==> config.mk <==
export PLATFORM = sky130hd
export DESIGN_NAME = mem_port_arbiter
export DESIGN_NICKNAME = d
export VERILOG_FILES = /design/src/rtl/mem_port_arbiter.sv
export SDC_FILE = /design/constraint.sdc
export NUM_CORES = 1
export LEC_CHECK = 0
export CAP_MARGIN = 25
export CORE_AREA = 2 2 128 130
export DETAILED_ROUTE_END_ITERATION = 10
export DIE_AREA = 0 0 130 132
export PLACE_DENSITY_LB_ADDON = 0.1
export SLEW_MARGIN = 20
export SYNTH_ARGS = -nofsm -noshare
export SYNTH_HDL_FRONTEND = slang
export SYNTH_SLANG_ARGS = --single-unit
==> constraint.sdc <==
create_clock -name clk -period 3.04 [get_ports clk]
set_input_delay 0.912 -clock clk [delete_from_list [all_inputs] [get_ports clk]]
set_output_delay 0.912 -clock clk [all_outputs]
set_load 0.05 [all_outputs]
==> src/rtl/mem_port_arbiter.sv <==
// mem_port_arbiter: round-robin sharing of one memory port among N clients.
// Requests are registered into a one-entry output stage and tagged with the
// client ID in the upper opaque bits; responses are routed back by that tag.
// Ports:
//   clk, rst                      clock, synchronous active-high reset
//   cli_req_{val,rdy,opaque,payload}   per-client request channels (sliced)
//   cli_resp_{val,rdy}            per-client response handshake
//   cli_resp_{opaque,payload}     broadcast response data, ID stripped
//   mem_req_*, mem_resp_*         downstream memory port
//   tag_err                       sticky flag for a response with ID >= N
module mem_port_arbiter #(
    parameter int p_num_clients       = 2,
    parameter int p_opaq_bits         = 8,
    parameter int p_payload_bits      = 67,
    parameter int p_resp_payload_bits = 35,
    parameter int p_max_outstanding   = 4,
    parameter int p_id_bits           = $clog2(p_num_clients)
) (
    input  logic                                   clk,
    input  logic                                   rst,
    input  logic [p_num_clients-1:0]               cli_req_val,
    output logic [p_num_clients-1:0]               cli_req_rdy,
    input  logic [p_num_clients*p_opaq_bits-1:0]    cli_req_opaque,
    input  logic [p_num_clients*p_payload_bits-1:0] cli_req_payload,
    output logic [p_num_clients-1:0]               cli_resp_val,
    input  logic [p_num_clients-1:0]               cli_resp_rdy,
    output logic [p_opaq_bits-1:0]                 cli_resp_opaque,
    output logic [p_resp_payload_bits-1:0]         cli_resp_payload,
    output logic                                   mem_req_val,
    input  logic                                   mem_req_rdy,
    output logic [p_id_bits+p_opaq_bits-1:0]       mem_req_opaque,
    output logic [p_payload_bits-1:0]              mem_req_payload,
    input  logic                                   mem_resp_val,
    output logic                                   mem_resp_rdy,
    input  logic [p_id_bits+p_opaq_bits-1:0]       mem_resp_opaque,
    input  logic [p_resp_payload_bits-1:0]         mem_resp_payload,
    output logic                                   tag_err
);

    localparam int N  = p_num_clients;
    localparam int IB = p_id_bits;
    localparam int OB = p_opaq_bits;
    localparam int PB = p_payload_bits;
    localparam int CW = $clog2(p_max_outstanding + 1);

    logic          stg_val_q, stg_val_d;
    logic [IB-1:0] stg_id_q;
    logic [OB-1:0] stg_opq_q;
    logic [PB-1:0] stg_pay_q;
    logic [IB-1:0] prio_q, prio_d;
    logic [CW-1:0] cnt_q [N];
    logic [CW-1:0] cnt_d [N];
    logic          tag_err_q, tag_err_d;

    logic [N-1:0]  elig;
    logic [N-1:0]  inc, dec;
    logic          found, can_accept, accept;
    logic [IB-1:0] gnt_id;
    logic [IB-1:0] resp_id;
    logic          resp_legal, resp_sel_rdy;

    always_comb begin
        for (int i = 0; i < N; i++) begin
            elig[i] = cli_req_val[i] &&
                      (cnt_q[i] < CW'(p_max_outstanding));
        end
    end

    // Scan from prio upward, wrapping, for the first eligible client.
    always_comb begin : p_scan
        int j;
        found  = 1'b0;
        gnt_id = '0;
        j      = 0;
        for (int k = 0; k < N; k++) begin
            j = int'(prio_q) + k;
            if (j >= N) j = j - N;
            if (!found && elig[j]) begin
                found  = 1'b1;
                gnt_id = IB'(j);
            end
        end
    end

    // Stage refills in the same cycle it drains.
    assign can_accept  = !stg_val_q || mem_req_rdy;
    assign accept      = can_accept && found;
    assign cli_req_rdy = accept ? ({{(N-1){1'b0}}, 1'b1} << gnt_id) : '0;

    always_comb begin
        stg_val_d = stg_val_q;
        if (accept)           stg_val_d = 1'b1;
        else if (mem_req_rdy) stg_val_d = 1'b0;
        prio_d = prio_q;
        if (accept) begin
            prio_d = (gnt_id == IB'(N - 1)) ? '0 : gnt_id + IB'(1);
        end
    end

    // A response to an idle client (e.g. straggler after reset) must not
    // wrap the counter below zero.
    always_comb begin
        for (int i = 0; i < N; i++) begin
            inc[i]   = accept && (gnt_id == IB'(i));
            dec[i]   = cli_resp_val[i] && cli_resp_rdy[i] &&
                       (cnt_q[i] != '0);
            cnt_d[i] = cnt_q[i];
            if (inc[i] && !dec[i])      cnt_d[i] = cnt_q[i] + CW'(1);
            else if (dec[i] && !inc[i]) cnt_d[i] = cnt_q[i] - CW'(1);
        end
    end

    assign resp_id = mem_resp_opaque[OB +: IB];

    // Loop compare keeps the legality test free of out-of-range constants.
    always_comb begin
        resp_legal   = 1'b0;
        resp_sel_rdy = 1'b0;
        cli_resp_val = '0;
        for (int i = 0; i < N; i++) begin
            if (resp_id == IB'(i)) begin
                resp_legal      = 1'b1;
                resp_sel_rdy    = cli_resp_rdy[i];
                cli_resp_val[i] = mem_resp_val;
            end
        end
        mem_resp_rdy = resp_legal ? resp_sel_rdy : 1'b1;
        tag_err_d    = tag_err_q || (mem_resp_val && !resp_legal);
    end

    assign cli_resp_opaque  = mem_resp_opaque[OB-1:0];
    assign cli_resp_payload = mem_resp_payload;

    always_ff @(posedge clk) begin
        if (rst) begin
            stg_val_q <= 1'b0;
            prio_q    <= '0;
            tag_err_q <= 1'b0;
            for (int i = 0; i < N; i++) cnt_q[i] <= '0;
        end else begin
            stg_val_q <= stg_val_d;
            prio_q    <= prio_d;
            tag_err_q <= tag_err_d;
            for (int i = 0; i < N; i++) cnt_q[i] <= cnt_d[i];
        end
    end

    always_ff @(posedge clk) begin
        if (accept) begin
            stg_id_q  <= gnt_id;
            stg_opq_q <= cli_req_opaque[gnt_id*OB +: OB];
            stg_pay_q <= cli_req_payload[gnt_id*PB +: PB];
        end
    end

    assign mem_req_val     = stg_val_q;
    assign mem_req_opaque  = {stg_id_q, stg_opq_q};
    assign mem_req_payload = stg_pay_q;
    assign tag_err         = tag_err_q;

endmodule

# Word level (Yosys, flattened, before mapping)
# Memories as Yosys holds them, arrays and structs flattened.
# Index checks and enable logic that the tools add are counted.
[word_totals]
reg_bits = 78
ramBits = 6
in_bits = 202
output_inout_bits = 126
elab_cells = 79
n_memories = 1
[memory_table]
columns = ["memory", "words", "width", "rd", "rd_ports_with_merged_regs", "wr", "line_no", "text"]
rows = [
  ["cnt_q", 2, 3, 2, 0, 2, "51", "logic [CW-1:0] cnt_q [N];"],
]
[classes]
add_sub_neg = 8
mul = 1
order_cmp = 6
n_shift = 3
muxes = 28
bitwise_logic = 3
reduce_logical = 24
[op_table]
columns = ["operator", "n"]
rows = [
  ["$shiftx A134 B9 Y67", 1],
  ["$lt A32 B3 Y1 const B", 2],
  ["$mux W32", 2],
  ["$mux W1", 19],
  ["$mux W3", 6],
  ["$shiftx A16 B5 Y8", 1],
  ["$logic_and A1 B1 Y1", 14],
  ["$mul A1 B7 Y8 const B", 1],
  ["$add A3 B1 Y3 const B", 2],
  ["$logic_not A1 Y1", 6],
  ["$lt A3 B3 Y1 const B", 2],
  ["$reduce_bool A3 Y1", 2],
  ["$sub A3 B1 Y3 const B", 2],
  ["$sub A1 B2 Y3 const B", 1],
  ["$sub A2 B2 Y3 const B", 1],
  ["$add A1 B1 Y2 const B", 1],
  ["$ge A1 B2 Y1 const B", 1],
  ["$ge A2 B2 Y1 const B", 1],
  ["$mux W2", 1],
  ["$or A1 B1 Y1", 2],
  ["$reduce_bool A2 Y1", 1],
  ["$shl A1 B1 Y2 const A", 1],
  ["$add A1 B1 Y1 const B", 1],
  ["$logic_or A1 B1 Y1", 1],
  ["$not A1 Y1", 1],
]

# Logic depth before layout (Yosys ltp)
# Gate-level depths: netlist of the first run.
# An unclocked memory read counts as a cell.
[logic_depth]
depth_word = 17
ltp_mapped = 10
mapped_depth_nobuf = 9

# Worst setup path before layout of the first run
# OpenSTA, ideal clock, no wires.
[synth_timing]
path_type = "input -> register"
start = "in cli_req_val[0]"
end = "mem cnt_q[0][5] (netlist bit)"
setup_ps = 70
arrival_time_ps = 3566
required_time_ps = 2970
slack_ps = -596
cell_stages = 8
path_buffers = 0
path_cell_list = "nor3b_2 -> nor3_1 -> ha_1 -> inv_1 -> fa_1 -> xor2_1 -> or3_1 -> a21oi_1"
[synth_rtl]
columns = ["element", "line_no", "text"]
rows = [
  ["from (decl)", "21", "input logic [p_num_clients-1:0] cli_req_val,"],
  ["to (decl)", "51", ""],
]

# Final worst setup path of the first run
[layout_timing]
start = "in cli_req_val[1]"
end = "out cli_req_rdy[1]"
[layout_via]
elab_chain_cells = 10
word_cells_on_any_way = 16
cone_classes = "1 x shift; 11 x mux; 4 x reduce/logical"
[layout_rtl]
columns = ["element", "line_no", "text"]
rows = [
  ["$logic_and A1 B1 Y1 *", "64", "elig[i] = cli_req_val[i] &&"],
  ["$mux W1 (implied by the code) (3 in a row)", "78", "if (!found && elig[j]) begin"],
  ["$mux W1", "78", ""],
  ["$logic_not A1 Y1", "78", ""],
  ["$logic_and A1 B1 Y1", "78", ""],
  ["$mux W1", "78", ""],
  ["$shl A1 B1 Y2 / $logic_and A1 B1 Y1 (equally long branches)", "88, 87", ""],
  ["$mux W2 *", "88", "assign cli_req_rdy = accept ? ({{(N-1){1'b0}}, 1'b1} << gnt_id) : '0;"],
  ["to (decl)", "22", "output logic [p_num_clients-1:0] cli_req_rdy,"],
]
# Mark *: on every way between the ends. The rest lies on a longest branch, timed or not. The select of a mux whose other input is x is not followed.

==> results of run 1 <==
==> where the power goes <==
| part | switching, mW | total (mW) | internal (mW) |
|---|---|---|---|
| Combinational | 1.66 | 2.82 | 1.16 |
| Sequential | 0.118 | 1.83 | 1.71 |
| Clock | 0.446 | 1.08 | 0.633 |
==> flip-flops by register name, summed over array words and instances (netlist names) <==
| signal | cells |
|---|---|
| stg_id_q | 1 |
| prio_q | 1 |
| mem_req_val | 1 |
| stg_opq_q | 8 |
| mem_req_payload | 67 |
| cnt_q | 6 |
==> Yosys cell counts <==
cell / n
dfxtp_1: 8
buf_6: 4
mux2_2: 46
or3_1: 2
buf_4: 45
xor2_1: 4
fa_1: 2
a21oi_1: 2
nor2b_1: 4
o21ai_0: 2
nor3_1: 2
nor2_1: 6
o311ai_0: 2
mux2i_1: 2
buf_2: 4
inv_1: 4
ha_1: 2
mux2_4: 30
nor3b_2: 1
nor2_2: 1
o21bai_1: 1
conb_1: 1
and2_1: 1
clkbuf_1: 1
edfxtp_1: 76
a211oi_1: 1
nand2b_1: 1
==> final cells by class <==
cell class,instances,area (um^2)
flip-flops and latches,84,2442
clock inverters,5,52.55
well taps,216,270.3
fillers,1463,8836
multi-input cells,113,1279
clock buffers,11,232.7
repair buffers,253,2581
inverters,4,18.77
==> path summary, 6_finish.rpt <==
| path | cells after the start | to | start |
|---|---|---|---|
| worst min-delay path | 2 | prio_q | prio_q |
| worst max-delay path | 5 | cli_req_rdy[1] | cli_req_val[1] |
| worst min register to register | 2 | prio_q | prio_q |
| worst max register to register | 6 | mem_req_payload[61] | cnt_q[0][2] |
==> per-stage QoR <==
stage	util (%)	instances
6_report	43.76	686
5_1_grt	43.76	686
4_1_cts	43.69	686
3_5_place_dp	41.79	669
3_3_place_gp	41.79	669
2_1_floorplan	-	255
==> per-layer routing <==
layer / vias up / track usage [%]
li1: 1311 / -
met1: 1279 / 13.66
met2: 169 / 23.59
met3: 38 / 5.235
met4: 0 / 8.124
met5: - / 0
==> logic make-up after synthesis <==
family                     count (synthesis)
adders and majority gates                  4
other                                      1
AOI/OAI and AO/OA                          8
and+or+nand+nor                           18
buffers and inverters                     58
DFF                                       84
xor gates and xnor gates                   4
muxes                                     78
==> worst reg2reg max path, cell delays in order, from the launching register on <==
cell and delay, ns:
dfxtp_1 0.45, nor3b_4 0.08, buf_6 0.12, nor2_4 0.10, buf_4 0.35, buf_12 0.38
mux2_2 0.45
==> timing repair <==
action                                  CTS  global route
endpoints found under the setup margin    1             2
buffers inserted                          1             0
resized for setup                         1             4
hold buffers                              0             0
==> out/summary.log, run 1 <==
qor: floorplan.start_util 26.16%
qor: logic_synthesis.post_synth_xor_area_fraction 0.8524%
qor: placement.placement.io_buffers 240
qor: routing.vias_per_cell 4.077
qor: floorplan.fp.dieArea 0.01716 mm^2
qor: global_routing.first_pass_grt_wire_length 17,160 um
qor: timing.timing_worst_slew_pin_value 0.6209 ns
qor: timing.finClkSkew 0.005477 ns
qor: routing.met1_length 4176 um
qor: global_routing.grt_remaining_overflow 0
qor: routing.drt_pass1_iterations 4
qor: clocking.cts_sinks 84
qor: logic_synthesis.yosys-mux-area-fraction 24.05%
qor: floorplan.placeableCoreArea 0.01571 mm^2
qor: logic_synthesis.synth_top_family_by_area multiplexers
qor: timing.hold_ws 0.4856 ns
qor: cells_and_area.mostFrequentLayoutCell clkdlybuf4s50_1
qor: timing.final-max-slew-violation-count 0
qor: placement.gp_congestion 0.6851
qor: critical_path.r2r_slack 0.86 ns
qor: floorplan.chipWidth 130 um
qor: routing.drtAntennaViolNets 0
qor: global_routing.maximum_number_of_pins_on_one_net_before_global_route_repair 58
qor: timing.min_period 2.947 ns
qor: placement.place_area 0.006566 mm^2
qor: job.cap_viol_max_count 0
qor: pwr.static_leakage 2.541 nW
qor: global_routing.grt_util_all_layers 13.62%
qor: critical_path.crit_required 2.13 ns
qor: floorplan.design.portCount 328
qor: clocking.clock_insertion_delay_worst_skew 0.33 ns
qor: critical_path.cp_slowest_stage_delay 0.48 ns
qor: timing.setup-tns-final 0 ns
qor: critical_path.path_buf_inv 3
qor: clocking.cts_htree_levels 3
qor: cells_and_area.design_area 0.006877 mm^2
qor: cells_and_area.finalNetCount 671
qor: cells_and_area.final_cell_mix clkdlybuf4s50_1, edfxtp_1, mux2_2
qor: critical_path.timing.critical_path.max_delay_family buffers and inverters
qor: clocking.clk_pin_slew 0.06 ns
qor: placement.dp_hpwl 9317 um
qor: critical_path.worstPathMaxFanout 2
qor: timing.clock.fmax 339.3 MHz
qor: logic_synthesis.share_of_the_synthesized_area_in_compound_gates_ao_oa_aoi_oai 1.279%
qor: critical_path.critPathLaunchType input port
qor: global_routing.grt_antenna_before_repair 0
qor: logic_synthesis.netlist_area 0.004110 mm^2
qor: routing.dr_vias 2,797
qor: cells_and_area.antennaDiodeCount 0
qor: logic_synthesis.synth_fp_nets 461
qor: critical_path.timing.critical_path.slowest_stage_cell clkdlybuf4s50_1
qor: pwr.report.power.total 5.725 mW
qor: logic_synthesis.synth-adder-area-share 1.583%
qor: cells_and_area.layout-drive-gt1-share 24.68%
qor: logic_synthesis.synth.lib_cells_used.distinct 27
qor: logic_synthesis.synthSimpleGateAreaFrac 2.466%
qor: pwr.p_per_area 832.6 mW/mm^2
qor: logic_synthesis.synthDominantAreaCellType edfxtp_1
qor: routing.length_of_routed_met3_wiring 1470 um
qor: critical_path.crit_path_cell_trace clkdlybuf4s50_1, nand2b_1, nor3_2, buf_4, buf_12
qor: run_status.run_status completed
qor: clocking.root_buffer clkbuf_16
qor: critical_path.arrival 2.04 ns
qor: placement.pre_cts_slack -0.09176 ns
qor: timing.period_share 96.95%
qor: critical_path.worst-setup-path-type in2out
qor: timing.finalHoldViolCount 0
qor: logic_synthesis.ys_ff_latch 84
qor: critical_path.end_kind output pin
qor: routing.routed_wirelength 12,120 um
qor: timing.timing.final.setup_violations 0
qor: logic_synthesis.synthesis.yosys.warnings 0
qor: routing.route.met2.wl 5973 um
qor: logic_synthesis.yosys-top-cells-area edfxtp_1, mux2_2, mux2_4, buf_4, dfxtp_1
qor: floorplan.die_height 132 um
qor: routing.first_iter_violations 98
qor: routing.remaining_drc_errors 0
qor: cells_and_area.syn_to_final_growth 67.31%
qor: clocking.clock_path_buffers 2
qor: logic_synthesis.synth-seq-area-share 59.42%
qor: routing.dr.max_layer_used met4
qor: logic_synthesis.post_synth_inst_count 255
qor: floorplan.std_cell_rows 46
qor: logic_synthesis.yosysTopAreaCellShare 55.53%
qor: global_routing.first_global_vias 2,869
qor: timing.relSlewSlack 58.48%
qor: timing.timing.final.ws_setup 0.09284 ns
qor: pwr.power.ir.vdd_worst 0.2960 mV
qor: hold_path.min-delay-path-class reg2reg
qor: clocking.cts_made_buffers 9
qor: timing.unrepaired_setup_endpoints_after_global_routing no
qor: routing.wl_per_cell 17.66 um
qor: clocking.cts_tree done
qor: logic_synthesis.syn-mean-instance-area 16.12 um^2
(Power assumes the default switching activity.)
==> inputs of run 2 (changes only) <==
TNS_END_PERCENT = 1   (was default)
==> run 2 against run 1 <==
  * First-iteration DRC count grew 53%
  * Cell count is the same
  * Power grew 1.4%
  * Clock skew shrank 0.0014 ns
  * Utilization grew 0.10 points
  * Wire length shrank 4.6%
  * Hold slack gained 0.0075 ns
  * Critical path depth is the same
  * Combinational power is essentially flat
  * Setup slack lost 0.025 ns
  * Die area is the same
  * Largest cell class unchanged
  * Largest power group unchanged
  * Highest routed layer unchanged
==> out/summary.log, run 2 (synthesis results as in run 1) <==
qor: clocking.cts.hold.buffers_added 0 [unchanged]
qor: routing.length_of_routed_met3_wiring 1260 um [-14%]
qor: routing.drt_pass1_iterations 2 [-2]
qor: routing.routed_wirelength 11,560 um [-4.6%]
qor: cells_and_area.fin_cells 686 [unchanged]
qor: routing.wl_per_cell 16.85 um [-4.6%]
qor: critical_path.crit_path_cell_trace clkdlybuf4s50_1, nand2b_1, nor3_2, buf_4, buf_12
qor: timing.timing_worst_slew_pin_value 0.5672 ns [-0.05366 ns]
qor: clocking.cts_sinks 84 [unchanged]
qor: clocking.cts_htree_levels 3 [unchanged]
qor: pwr.report.power.total 5.803 mW [+1.4%]
qor: cells_and_area.n_fill_cell 1,441 [-1.5%]
qor: run_status.run_status completed
qor: pwr.p_per_area 841.8 mW/mm^2 [+1.1%]
qor: cells_and_area.final_cell_mix clkdlybuf4s50_1, edfxtp_1, mux2_2
qor: routing.vias_per_cell 4.087 [+0.25%]
qor: routing.dr_vias 2,804 [+0.25%]
qor: timing.clock.fmax 336.5 MHz [-0.83%]
qor: cells_and_area.design_area 0.006893 mm^2 [+0.24%]
qor: hold_path.min_path_cells 2 [unchanged]
qor: floorplan.std_cell_rows 46 [unchanged]
qor: clocking.post_cts_buffers 0 [-1]
qor: cells_and_area.finalCoreUtilization 43.87% [+0.10 points]
qor: placement.pre_cts_slack -0.06665 ns [+0.02511 ns]
qor: critical_path.end_kind output pin
qor: floorplan.placeableCoreArea 0.01571 mm^2 [unchanged]
qor: cells_and_area.syn_to_final_growth 67.70%
qor: placement.dp.cells 670 [+0.15%]
qor: timing.timing.final.ws_setup 0.06817 ns [-0.02467 ns]
qor: routing.first_iter_violations 150 [+53%]
qor: critical_path.worstPathMaxFanout 2 [unchanged]
qor: clocking.clk_pin_slew 0.06 ns [about the same]
qor: cells_and_area.finalNetCount 671 [unchanged]
qor: clocking.cts_made_buffers 9 [unchanged]
qor: critical_path.critPathLaunchType input port
qor: critical_path.timing.critical_path.slowest_stage_cell clkdlybuf4s50_1
qor: critical_path.r2r-end cnt_q[0][5]
qor: routing.dr.max_layer_used met4
qor: clocking.cts_tree done
qor: timing.finClkSkew 0.004064 ns [-0.001413 ns]
qor: floorplan.die_height 132 um [unchanged]
qor: critical_path.r2r_slack 0.85 ns [about the same]
qor: clocking.root_buffer clkbuf_16
qor: pwr.power.ir.vdd_worst 0.3842 mV [+30%]
qor: critical_path.worst-r2r-cell-count 9 [+3]
qor: critical_path.timing.critical_path.max_delay_family buffers and inverters
qor: hold_path.holdPathEnd prio_q
qor: global_routing.grt_antenna_before_repair 0 [unchanged]
qor: routing.met1_length 4073 um [-2.5%]
qor: cells_and_area.mostFrequentLayoutCell clkdlybuf4s50_1
qor: global_routing.maximum_number_of_pins_on_one_net_before_global_route_repair 58 [unchanged]
qor: timing.setup-tns-final 0 ns [unchanged]
qor: placement.gp_congestion 0.7621 [+11%]
qor: cells_and_area.layout-drive-gt1-share 24.89% [+0.21 points]
qor: global_routing.grt_remaining_overflow 0 [unchanged]
qor: routing.route.met2.wl 5873 um [-1.7%]
qor: timing.hold_ws 0.4932 ns [+0.007518 ns]
qor: critical_path.path_buf_inv 3 [unchanged]
qor: routing.drtAntennaViolNets 0 [unchanged]
qor: hold_path.timing.hold.worst.start prio_q
qor: timing.unrepaired_setup_endpoints_after_global_routing no
qor: global_routing.grt_util_all_layers 12.93% [-0.68 points]
qor: floorplan.design.portCount 328 [unchanged]
qor: timing.relSlewSlack 62.07% [+3.6 points]
qor: critical_path.critical_path.reg2reg.startpoint cnt_q[0][2]
qor: cells_and_area.antennaDiodeCount 0 [unchanged]
qor: timing.min_period 2.972 ns [+0.02467 ns]
qor: pwr.static_leakage 2.553 nW [+0.47%]
qor: cells_and_area.largest_reg_flops 67 [unchanged]
qor: timing.final-max-slew-violation-count 0 [unchanged]
qor: job.cap_viol_max_count 0 [unchanged]
qor: global_routing.first_global_vias 2,845 [-0.84%]
qor: routing.remaining_drc_errors 0 [unchanged]
qor: hold_path.min-delay-path-class reg2reg
qor: critical_path.worst-setup-path-type in2out
qor: placement.placement.io_buffers 240 [unchanged]
qor: timing.timing.final.setup_violations 0 [unchanged]
qor: clocking.clock_insertion_delay_worst_skew 0.34 ns [about the same]
qor: clocking.clock_path_buffers 2 [unchanged]
qor: global_routing.first_pass_grt_wire_length 16,450 um [-4.1%]
qor: timing.period_share 97.76% [+0.81 points]
qor: critical_path.cp_slowest_stage_delay 0.49 ns [about the same]
qor: critical_path.arrival 2.06 ns [+0.02 ns]
qor: placement.place_area 0.006543 mm^2 [-0.36%]
qor: critical_path.crit_required 2.13 ns [about the same]
qor: floorplan.start_util 26.16% [unchanged]
qor: floorplan.chipWidth 130 um [unchanged]
qor: floorplan.fp.dieArea 0.01716 mm^2 [unchanged]
qor: placement.dp_hpwl 8898 um [-4.5%]
qor: timing.finalHoldViolCount 0 [unchanged]
run 2: worst max-delay path by stage:
stage                              end      startpoint  cells past startpoint
CTS                     cli_req_rdy[1]  cli_req_val[0]                      6
global placement           cnt_q[0][2]  cli_req_val[0]                     10
global route            cli_req_rdy[1]  cli_req_val[1]                      5
detailed placement         cnt_q[0][2]  cli_req_val[1]                     10
floorplan           mem_req_payload[0]  cli_req_val[0]                      3
finish                  cli_req_rdy[1]  cli_req_val[1]                      5
run 2: area by class of cell:
type / instances / area, um^2 / share of cell area, %
inverters: 4 / 16.27 / 0.2360
clock inverters: 7 / 91.34 / 1.325
repair buffers: 253 / 2556 / 37.08
well taps: 216 / 270.3 / 3.921
clock buffers: 9 / 225.2 / 3.267
multi-input cells: 113 / 1291 / 18.73
flip-flops and latches: 84 / 2442 / 35.43
run 2: worst reg2reg max path, cell delays in order, from the launching register on:
cell	delay, ns
dfxtp_1	0.50
nor3b_4	0.10
buf_4	0.15
nor3_2	0.15
ha_1	0.21
inv_1	0.06
fa_1	0.37
xor2_1	0.15
or3_1	0.30
a21oi_1	0.14
run 2: per-layer routing:
layer  track usage, %  vias to the layer above
met4            7.288                        0
li1                 -                     1310
met5                0                        -
met3            4.424                       32
met1            13.26                     1292
met2            22.69                      170
run 2: repair_timing:
item,in CTS,in global routing
pin swaps,0,0
gates resized for setup,3,6
setup endpoints to repair,2,2
run 2: power breakdown:
part | switching [mW] | internal, mW
clock network | 0.460 | 0.716
logic | 1.64 | 1.14
registers | 0.132 | 1.71
total | 2.24 | 3.57
